File: config.mk
export PLATFORM = sky130hd
export DESIGN_NAME = msk_and_sched_flat
export DESIGN_NICKNAME = d
export VERILOG_FILES = /design/src/rtl/msk_and_sched_if.sv /design/src/rtl/msk_and_sched.sv /design/src/flat_wrapper.sv
export SDC_FILE = /design/constraint.sdc
export NUM_CORES = 1
export LEC_CHECK = 0
export ABC_AREA = 1
export CAP_MARGIN = 20
export CORE_MARGIN = 5
export CORE_UTILIZATION = 45
export CTS_CLUSTER_SIZE = 8
export DETAILED_ROUTE_END_ITERATION = 7
export PLACE_DENSITY = 0.74
export SYNTH_ARGS = -nofsm -noshare
export SYNTH_HDL_FRONTEND = slang
export SYNTH_SLANG_ARGS = --single-unit
File: constraint.sdc
create_clock -name clk -period 2.4 [get_ports clk]
set_input_delay 0.24 -clock clk [delete_from_list [all_inputs] [get_ports clk]]
set_output_delay 0.24 -clock clk [all_outputs]
set_load 0.005 [all_outputs]
File: src/rtl/msk_and_sched_if.sv
// rtl/msk_and_sched_if.sv - requester, randomness and result handshakes of msk_and_sched
interface msk_and_sched_if #(
  parameter int d  = 2,
  parameter int TW = 4
);
  localparam int hpc2rnd = d * (d - 1) / 2;

  logic [1:0]         req_valid;
  logic [1:0]         req_ready;
  logic [2*d-1:0]     req_a;
  logic [2*d-1:0]     req_b;
  logic [2*d-1:0]     req_c;
  logic [2*TW-1:0]    req_tag;
  logic               rnd_valid;
  logic               rnd_ready;
  logic [hpc2rnd-1:0] rnd_in;
  logic               res_valid;
  logic               res_ready;
  logic [d-1:0]       res_data;
  logic [TW-1:0]      res_tag;
  logic               res_src;

  modport master (
    output req_valid, req_a, req_b, req_c, req_tag, rnd_valid, rnd_in, res_ready,
    input  req_ready, rnd_ready, res_valid, res_data, res_tag, res_src
  );

  modport slave (
    input  req_valid, req_a, req_b, req_c, req_tag, rnd_valid, rnd_in, res_ready,
    output req_ready, rnd_ready, res_valid, res_data, res_tag, res_src
  );
endinterface

File: src/rtl/msk_and_sched.sv
// rtl/msk_and_sched.sv - two-requester scheduler for a 2-cycle masked AND-XOR gadget
module msk_and_sched #(
  parameter int d  = 2,
  parameter int TW = 4
) (
  input  logic                       clk,
  input  logic                       rst_n,
  msk_and_sched_if.slave             bus,
  output logic [d-1:0]               g_inb,
  output logic [d-1:0]               g_ina,
  output logic [d-1:0]               g_inc,
  output logic [d-1:0]               g_inb_prev,
  output logic [d*(d-1)/2-1:0]       g_rnd,
  input  logic [d-1:0]               g_out,
  output logic                       busy
);
  localparam int hpc2rnd = d * (d - 1) / 2;

  logic          s1_valid_q, s1_valid_d, s2_valid_q, s2_valid_d;
  logic          s1_src_q, s1_src_d, s2_src_q, s2_src_d;
  logic [TW-1:0] s1_tag_q, s1_tag_d, s2_tag_q, s2_tag_d;
  logic [d-1:0]  s1_a_q, s1_a_d, s1_b_q, s1_b_d, s1_c_q, s1_c_d;
  logic          ptr_q, ptr_d;
  logic [1:0]    wr_ptr_q, wr_ptr_d, rd_ptr_q, rd_ptr_d;
  logic [2:0]    cnt_q, cnt_d;
  logic [d-1:0]  mem_data_q [4];
  logic [d-1:0]  mem_data_d [4];
  logic [TW-1:0] mem_tag_q [4];
  logic [TW-1:0] mem_tag_d [4];
  logic          mem_src_q [4];
  logic          mem_src_d [4];

  logic          win, issue, credit, push, pop;
  logic [3:0]    total;
  logic [d-1:0]  win_a, win_b, win_c;
  logic [TW-1:0] win_tag;

  always_comb begin
    win     = (&bus.req_valid) ? ptr_q : bus.req_valid[1];
    win_a   = win ? bus.req_a[d +: d] : bus.req_a[0 +: d];
    win_b   = win ? bus.req_b[d +: d] : bus.req_b[0 +: d];
    win_c   = win ? bus.req_c[d +: d] : bus.req_c[0 +: d];
    win_tag = win ? bus.req_tag[TW +: TW] : bus.req_tag[0 +: TW];

    bus.res_valid = rst_n && (cnt_q != 3'd0);
    pop           = bus.res_valid && bus.res_ready;
    push          = s2_valid_q;
    // Every issued op holds one of four slots from issue until it is popped.
    total  = {3'b0, s1_valid_q} + {3'b0, s2_valid_q} + {1'b0, cnt_q};
    credit = (total < 4'd4) || ((total == 4'd4) && pop);
    issue  = rst_n && (|bus.req_valid) && bus.rnd_valid && credit;

    bus.req_ready = issue ? (win ? 2'b10 : 2'b01) : 2'b00;
    bus.rnd_ready = issue;
    g_inb         = issue ? win_b : '0;
    g_rnd         = issue ? bus.rnd_in : '0;
    g_ina         = (rst_n && s1_valid_q) ? s1_a_q : '0;
    g_inc         = (rst_n && s1_valid_q) ? s1_c_q : '0;
    g_inb_prev    = (rst_n && s1_valid_q) ? s1_b_q : '0;

    bus.res_data = mem_data_q[rd_ptr_q];
    bus.res_tag  = mem_tag_q[rd_ptr_q];
    bus.res_src  = mem_src_q[rd_ptr_q];
    busy         = rst_n && (s1_valid_q || s2_valid_q || (cnt_q != 3'd0));

    s1_valid_d = issue;
    s1_src_d   = win;
    s1_tag_d   = issue ? win_tag : '0;
    s1_a_d     = issue ? win_a : '0;
    s1_b_d     = issue ? win_b : '0;
    s1_c_d     = issue ? win_c : '0;
    s2_valid_d = s1_valid_q;
    s2_src_d   = s1_src_q;
    s2_tag_d   = s1_tag_q;
    ptr_d      = issue ? ~win : ptr_q;

    mem_data_d = mem_data_q;
    mem_tag_d  = mem_tag_q;
    mem_src_d  = mem_src_q;
    wr_ptr_d   = wr_ptr_q;
    rd_ptr_d   = rd_ptr_q;
    if (push) begin
      mem_data_d[wr_ptr_q] = g_out;
      mem_tag_d[wr_ptr_q]  = s2_tag_q;
      mem_src_d[wr_ptr_q]  = s2_src_q;
      wr_ptr_d             = wr_ptr_q + 2'd1;
    end
    if (pop) rd_ptr_d = rd_ptr_q + 2'd1;
    cnt_d = cnt_q + {2'b0, push} - {2'b0, pop};
  end

  always_ff @(posedge clk) begin
    if (!rst_n) begin
      s1_valid_q <= 1'b0;
      s2_valid_q <= 1'b0;
      ptr_q      <= 1'b0;
      wr_ptr_q   <= 2'd0;
      rd_ptr_q   <= 2'd0;
      cnt_q      <= 3'd0;
    end else begin
      s1_valid_q <= s1_valid_d;
      s2_valid_q <= s2_valid_d;
      ptr_q      <= ptr_d;
      wr_ptr_q   <= wr_ptr_d;
      rd_ptr_q   <= rd_ptr_d;
      cnt_q      <= cnt_d;
    end
    s1_src_q   <= s1_src_d;
    s1_tag_q   <= s1_tag_d;
    s1_a_q     <= s1_a_d;
    s1_b_q     <= s1_b_d;
    s1_c_q     <= s1_c_d;
    s2_src_q   <= s2_src_d;
    s2_tag_q   <= s2_tag_d;
    mem_data_q <= mem_data_d;
    mem_tag_q  <= mem_tag_d;
    mem_src_q  <= mem_src_d;
  end

  no_push_at_full: assert property (@(posedge clk) disable iff (!rst_n)
    !(s2_valid_q && (cnt_q == 3'd4) && !pop));
endmodule

File: src/flat_wrapper.sv
// flat-port wrapper written by rule: the top's interface ports become plain ports
module msk_and_sched_flat 
#(
  parameter int d  = 2,
  parameter int TW = 4
)
  (clk, rst_n, g_inb, g_ina, g_inc, g_inb_prev, g_rnd, g_out, busy, bus_req_valid, bus_req_a, bus_req_b, bus_req_c, bus_req_tag, bus_rnd_valid, bus_rnd_in, bus_res_ready, bus_req_ready, bus_rnd_ready, bus_res_valid, bus_res_data, bus_res_tag, bus_res_src);
  msk_and_sched_if #(.d(d), .TW(TW)) bus_i ();
  input  logic clk;
  input  logic rst_n;
  output logic [d-1:0] g_inb;
  output logic [d-1:0] g_ina;
  output logic [d-1:0] g_inc;
  output logic [d-1:0] g_inb_prev;
  output logic [d*(d-1)/2-1:0] g_rnd;
  input  logic [d-1:0] g_out;
  output logic busy;
  input wire logic [$bits(bus_i.req_valid)-1:0] bus_req_valid;
  input wire logic [$bits(bus_i.req_a)-1:0] bus_req_a;
  input wire logic [$bits(bus_i.req_b)-1:0] bus_req_b;
  input wire logic [$bits(bus_i.req_c)-1:0] bus_req_c;
  input wire logic [$bits(bus_i.req_tag)-1:0] bus_req_tag;
  input wire logic [$bits(bus_i.rnd_valid)-1:0] bus_rnd_valid;
  input wire logic [$bits(bus_i.rnd_in)-1:0] bus_rnd_in;
  input wire logic [$bits(bus_i.res_ready)-1:0] bus_res_ready;
  output wire logic [$bits(bus_i.req_ready)-1:0] bus_req_ready;
  output wire logic [$bits(bus_i.rnd_ready)-1:0] bus_rnd_ready;
  output wire logic [$bits(bus_i.res_valid)-1:0] bus_res_valid;
  output wire logic [$bits(bus_i.res_data)-1:0] bus_res_data;
  output wire logic [$bits(bus_i.res_tag)-1:0] bus_res_tag;
  output wire logic [$bits(bus_i.res_src)-1:0] bus_res_src;
  assign bus_i.req_valid = bus_req_valid;
  assign bus_i.req_a = bus_req_a;
  assign bus_i.req_b = bus_req_b;
  assign bus_i.req_c = bus_req_c;
  assign bus_i.req_tag = bus_req_tag;
  assign bus_i.rnd_valid = bus_rnd_valid;
  assign bus_i.rnd_in = bus_rnd_in;
  assign bus_i.res_ready = bus_res_ready;
  assign bus_req_ready = bus_i.req_ready;
  assign bus_rnd_ready = bus_i.rnd_ready;
  assign bus_res_valid = bus_i.res_valid;
  assign bus_res_data = bus_i.res_data;
  assign bus_res_tag = bus_i.res_tag;
  assign bus_res_src = bus_i.res_src;
  msk_and_sched #(.d(d), .TW(TW)) u_core (.clk(clk), .rst_n(rst_n), .bus(bus_i), .g_inb(g_inb), .g_ina(g_ina), .g_inc(g_inc), .g_inb_prev(g_inb_prev), .g_rnd(g_rnd), .g_out(g_out), .busy(busy));
endmodule
* Word level (Yosys, flattened, before mapping)
Index checks and enable logic that the tools add are counted.
W data, S select, Z words.
** Cells by class
- Add/sub/neg operators :: 6
- $lt $le $gt $ge :: 4
- Equality and inequality tests :: 1
- Mux-type cells :: 30
- Bitwise operators :: 3
- Reduce and logical (&&, ||, !) cells :: 15
** Operators with widths (number)
- $mux W2 :: 12
- $bwmux W16 :: 1
- $mux W4 :: 4
- $logic_and A1 B1 Y1 :: 9
- $bmux W4 S2 :: 1
- $bwmux W8 :: 1
- $demux W4 S2 :: 1
- $ge A3 B3 Y1 const B :: 2
- $not A2 Y3 :: 2
- $mux W1 :: 5
- $add A2 B1 Y2 const B :: 2
- $add A4 B3 Y4 :: 1
- $bmux W2 S2 :: 1
- $bwmux W4 :: 1
- $demux W2 S2 :: 1
- $eq A4 B3 Y1 const B :: 1
- $lt A4 B3 Y1 const B :: 1
- $add A3 B1 Y3 :: 1
- $logic_or A1 B1 Y1 :: 3
- $lt A3 B1 Y1 const B :: 1
- $reduce_bool A3 Y1 :: 1
- $sub A3 B1 Y3 :: 1
- $add A1 B1 Y2 :: 1
- $bmux W1 S2 :: 1
- other kinds (4) :: 4
** Storage, ports and cells
- Register bits :: 54
- Input port bits :: 29
- Output and inout port bits :: 21
- Logic and storage cells :: 84

* Depth between registers and ports, before layout
- Word-level depth :: 7
- Gate-level depth with buffers :: 12
- Mapped depth without buffers :: 12

* Least setup slack after synthesis
Ideal clock, no wire load.
- Path type :: reg2out
- Start point :: register u_core.s2_valid_q, in the netlist u_core.push
- End point :: output port g_inb[0]
- Arrival :: 2046 ps
- Required time :: 2160 ps
- Setup slack :: 114 ps
- Stages on the path, launching flop included :: 11
- Path buffers :: 1
- Cells stage by stage :: dfxtp_1 -> inv_1 -> ha_1 -> ha_1 -> fa_1 -> nor2_1 -> nand4_1 -> nand2_2 -> nand2_4 -> buf_6 -> a21oi_2
** Between the ends
- Longest elaborated chain between the ends :: 7
- Elaborated cells on any way between the ends :: 8
- Those cells by class :: add/sub: 2; order compare: 1; eq/ne: 1; mux: 1; reduce/logical: 3
** Ends and longest elaborated chain
- start: declaration :: RTL line msk_and_sched.sv:19 : logic s1_valid_q, s1_valid_d, s2_valid_q, s2_valid_d;
- start signal: assignment :: RTL line msk_and_sched.sv:102 : s2_valid_q <= s2_valid_d;
- $add A1 B1 Y2 * :: RTL line msk_and_sched.sv:49 : total = {3'b0, s1_valid_q} + {3'b0, s2_valid_q} + {1'b0, cnt_q};
- $add A4 B3 Y4 * :: RTL line msk_and_sched.sv:49
- branches (longest 2 deep; another with $lt A4 B3 Y1)
- $logic_or A1 B1 Y1 * :: RTL line msk_and_sched.sv:50 : credit = (total < 4'd4) || ((total == 4'd4) && pop);
- $logic_and A1 B1 Y1 * :: RTL line msk_and_sched.sv:51 : issue = rst_n && (|bus.req_valid) && bus.rnd_valid && credit;
- $mux W2 * :: RTL line msk_and_sched.sv:55 : g_inb = issue ? win_b : '0;
- end: declaration :: RTL line flat_wrapper.sv:11 : output logic [d-1:0] g_inb;
Every way passes the cells marked *.

* Final worst setup path
- Start point :: register u_core.s1_valid_q
- End point :: output port g_inb[1]
** Between the ends
- Longest elaborated chain between the ends :: 7
- Elaborated cells on any way between the ends :: 8
- Those cells by class :: add/sub: 2; order compare: 1; eq/ne: 1; mux: 1; reduce/logical: 3
** Ends and longest elaborated chain
- start: declaration :: RTL line msk_and_sched.sv:19
- start signal: assignment :: RTL line msk_and_sched.sv:101 : s1_valid_q <= s1_valid_d;
- $add A1 B1 Y2 * :: RTL line msk_and_sched.sv:49
- $add A4 B3 Y4 * :: RTL line msk_and_sched.sv:49
- branches (longest 2 deep; another with $lt A4 B3 Y1)
- $logic_or A1 B1 Y1 * :: RTL line msk_and_sched.sv:50
- $logic_and A1 B1 Y1 * :: RTL line msk_and_sched.sv:51
- $mux W2 * :: RTL line msk_and_sched.sv:55
Marked as above.

==> metrics.log <==
[metrics] number of top-level design ports: 50
[metrics] Port Buffer Count: 49
[metrics] worst max-slew margin expressed relative to the limit: 71.5%
[metrics] standard cell area after detailed placement: 2870 um2
[metrics] final period utilization: 105%
[metrics] worst-case reg-to-reg path depth: 12
[metrics] post-layout utilization of the core: 63.7%
[metrics] clock root buffer master: sky130_fd_sc_hd__clkbuf_8
[metrics] leading register cell type out of synthesis: sky130_fd_sc_hd__edfxtp_1
[metrics] number of core rows: 25
[metrics] Min Hold Slack: 335 ps
[metrics] most common cell after layout, fill and taps aside: sky130_fd_sc_hd__clkdlybuf4s50_1
[metrics] pin count of the biggest net entering global routing: 19
[metrics] area fraction of the dominant cell type after synthesis: 37.2%
[metrics] Static Leak: 0.00125 uW
[metrics] peak clock frequency supported by timing: 398 MHz
[metrics] Hold Crit Start: u_core.s1_tag_q[2]
[metrics] distinct cell type count of the synthesized netlist: 24
[metrics] die area: 6540 um2
[metrics] count of endpoints failing hold in the final timing report: 0
[metrics] worst supply voltage drop on vdd: 0.000387 V
[metrics] first-pass detailed-route iteration total: 4
[metrics] Post-Synthesis Mean Instance Area: 10.3 um2
[metrics] final weighted congestion in routability-driven placement: 0.753
[metrics] violations in the final reports: negative setup slack
[metrics] height of the die: 80.9 um
[metrics] share of flip-flops with an asynchronous set or reset: 0%
[metrics] number of cells on the worst hold path: 0
[metrics] proportion of synthesized chip area in sequential cells: 60.2%
[metrics] result of the run: finished, violations left
[metrics] final-stage net count: 329
[metrics] drt first-iter violations: 100
[metrics] layout overhead on the synthesized area: 34.9%
[metrics] total length of routed wires: 4630 um
[metrics] worst min-delay path endpoint: u_core.s2_tag_q[2]
[metrics] leading cell types in the layout, fill and taps excluded: sky130_fd_sc_hd__clkdlybuf4s50_1, sky130_fd_sc_hd__nand2_1, sky130_fd_sc_hd__edfxtp_1, sky130_fd_sc_hd__nor2_1, sky130_fd_sc_hd__inv_1
[metrics] PD cells: 711 nW/um2
[metrics] Placed Cells incl. Taps: 340
[metrics] Worst Path Class, Setup: reg -> out
[metrics] horizontal die dimension: 80.9 um
[metrics] R2R Setup Slk: 190 ps
[metrics] Antenna Violating Nets Remaining: 0
[metrics] worst clock skew: 9.00 ps
[metrics] final count of pins violating max slew: 0
[metrics] count of maximum capacitance violations: 0
[metrics] register bit total from synthesis: 54
[metrics] endpoint arrival time on the critical path: 2270 ps
[metrics] starting utilization of the core area: 47.2%
[metrics] data required time of the worst path: 2160 ps
[metrics] cts bufs inserted: 5
[metrics] number of antenna violations at the first check in global routing: 0
[metrics] Setup Viol. Count Final: 5
[metrics] setup repair after global routing missed its margin: yes
[metrics] Core ar.: 4790 um2
[metrics] maximum net fanout on the critical path: 3
[metrics] number of global-route vias before repair: 1667
[metrics] number of sinks handled by clock tree synthesis: 54
[metrics] number of levels the H-tree was split into: 2
[metrics] vias: 1682
[metrics] HPWL reported at the end of detailed placement: 3220 um
[metrics] share of post-route cells with drive strength above 1: 20.4%
[metrics] kind of capture point of the worst setup path: output pin
[metrics] final worst setup slack: -114 ps
[metrics] wire per inst: 13.0 um
[metrics] register clock-pin slew on the reported worst setup and hold paths: 100 ps
[metrics] largest area contributor in the synthesized netlist: sky130_fd_sc_hd__edfxtp_1
[metrics] total global routing track utilization: 15.3%
[metrics] number of flops mapped to enable cells by yosys: 28
[metrics] Synth area leaders: sky130_fd_sc_hd__edfxtp_1, sky130_fd_sc_hd__dfxtp_1, sky130_fd_sc_hd__ha_1
[metrics] cell area after layout: 3050 um2
[metrics] grt total ovfl: 0
[metrics] CTS Hold Buffers Added: 0
[metrics] clock tree from TritonCTS: done
[metrics] post-layout minimum cycle time: 2510 ps
[metrics] number of inserted diodes: 0
[metrics] reg-to-reg critical path endpoint: u_core.s1_tag_q[0]
[metrics] Post-Layout Cell Count: 356
[metrics] net count of the mapped netlist: 261
[metrics] DRC violations left: 0
[metrics] Yosys Warn Count: 0
[metrics] clock insertion delay at the later pin of the skew report: 310 ps
[metrics] Max clock buf depth: 2
[metrics] reg-to-reg startpoint: u_core.s1_valid_q
[metrics] count of fill cells added during filler insertion: 388
[metrics] number of instances in the synthesized netlist: 220
[metrics] actual transition at the worst max-transition pin: 427 ps
[metrics] summed negative setup slack over all endpoints: -460 ps
[metrics] vias per inst: 4.72
[metrics] type of the tightest min-delay check: reg -> reg
[metrics] launching element type of the critical path: flip-flop
[metrics] first-pass GRT wire length: 7610 um
[metrics] Netlist Area Pre-Place: 2260 um2
[worst max-delay path by stage]
| stage | startpoint | end | slack, ps |
|---|---|---|---|
| finish | u_core.s1_valid_q | g_inb[1] | -110 |
| global route | u_core.s1_valid_q | g_inb[0] | -270 |
| CTS | u_core.s1_valid_q | g_inb[1] | -160 |
| detailed placement | u_core.push | g_inb[1] | -270 |
| global placement | u_core.push | g_inb[0] | -190 |
| floorplan | u_core.push | g_inb[0] | 110 |
[critical path, cell delays in order (launching register included)]
cell,delay (ps)
sky130_fd_sc_hd__dfxtp_2,350
sky130_fd_sc_hd__inv_2,40
sky130_fd_sc_hd__ha_4,230
sky130_fd_sc_hd__ha_4,160
sky130_fd_sc_hd__fa_1,440
sky130_fd_sc_hd__nor2_1,110
sky130_fd_sc_hd__nand4_1,100
sky130_fd_sc_hd__nand2_2,100
sky130_fd_sc_hd__nand2_4,70
sky130_fd_sc_hd__buf_6,130
sky130_fd_sc_hd__a21oi_4,100
sky130_fd_sc_hd__buf_2,130
[stage by stage]
stage | total power, uW | setup slack [ps]
floorplan | 1370 | 114
global placement | 1580 | -187
detailed placement | 1600 | -271
CTS | 2170 | -162
global route | 2300 | -273
finish | 2170 | -114
[Yosys cell counts (2+ instances only)]
cell,instances
sky130_fd_sc_hd__fa_1,2
sky130_fd_sc_hd__o22ai_1,7
sky130_fd_sc_hd__nor2_2,2
sky130_fd_sc_hd__inv_1,28
sky130_fd_sc_hd__nand2_2,2
sky130_fd_sc_hd__ha_1,10
sky130_fd_sc_hd__a21oi_2,6
sky130_fd_sc_hd__nor2_4,3
sky130_fd_sc_hd__buf_2,4
sky130_fd_sc_hd__dfxtp_1,26
sky130_fd_sc_hd__inv_2,4
sky130_fd_sc_hd__o21ai_0,20
sky130_fd_sc_hd__edfxtp_1,28
sky130_fd_sc_hd__a21oi_1,10
sky130_fd_sc_hd__nand2_1,33
sky130_fd_sc_hd__nor2_1,27
[where the power goes]
group / leakage, uW / internal [uW] / switching (uW)
registers: 0.000470 / 1030 / 43.8
clock network: 0.0000447 / 211 / 308
logic: 0.000740 / 304 / 267
[timing repair]
item                                    CTS  global route
gates cloned                              0             0
endpoints found under the setup margin    6             7
gates resized for setup                  34             2
pin swaps                                 6             5
buffers inserted                          6             2
[cell type report]
class | count | area [um2] | share of cell area (%)
Sequential cell | 54 | 1360 | 44.7
Clock inverter | 3 | 25.0 | 0.821
Multi-Input combinational cell | 127 | 776 | 25.5
Inverter | 32 | 120 | 3.94
Clock buffer | 5 | 68.8 | 2.26
Tap cell | 67 | 83.8 | 2.75
Timing Repair Buffer | 68 | 611 | 20.0
[sequential cells by signal, indices dropped and copies added (netlist names)]
| register | flops |
|---|---|
| u_core.mem_tag_q | 16 |
| u_core.s2_src_q | 1 |
| u_core.s1_tag_q | 4 |
| u_core.s1_c_q | 2 |
| u_core.mem_src_q | 4 |
| u_core.ptr_q | 1 |
| u_core.rd_ptr_q | 2 |
| u_core.push | 1 |
| u_core.s1_src_q | 1 |
| u_core.cnt_q | 3 |
| u_core.s2_tag_q | 4 |
| u_core.s1_valid_q | 1 |
| u_core.s1_b_q | 2 |
| u_core.s1_a_q | 2 |
| u_core.mem_data_q | 8 |
| u_core.wr_ptr_q | 2 |
[logic make-up after synthesis]
kind of cell	share of synthesized area (%)
flip-flops	60.2
adder cells (fa/ha/maj)	7.31
AO/OA/AOI/OAI	10.9
XOR/XNOR	0.775
AND/OR/NAND/NOR	13.6
buffers and inverters	7.20
[metal layers]
metal	vias up	global-route usage [%]	wire (um)
met2	63	25.8	2200
met5	-	0	0
met4	0	4.56	53
li1	849	-	-
met1	765	17.3	1930
met3	5	7.10	447
Power figures use the tool's default switching activity.
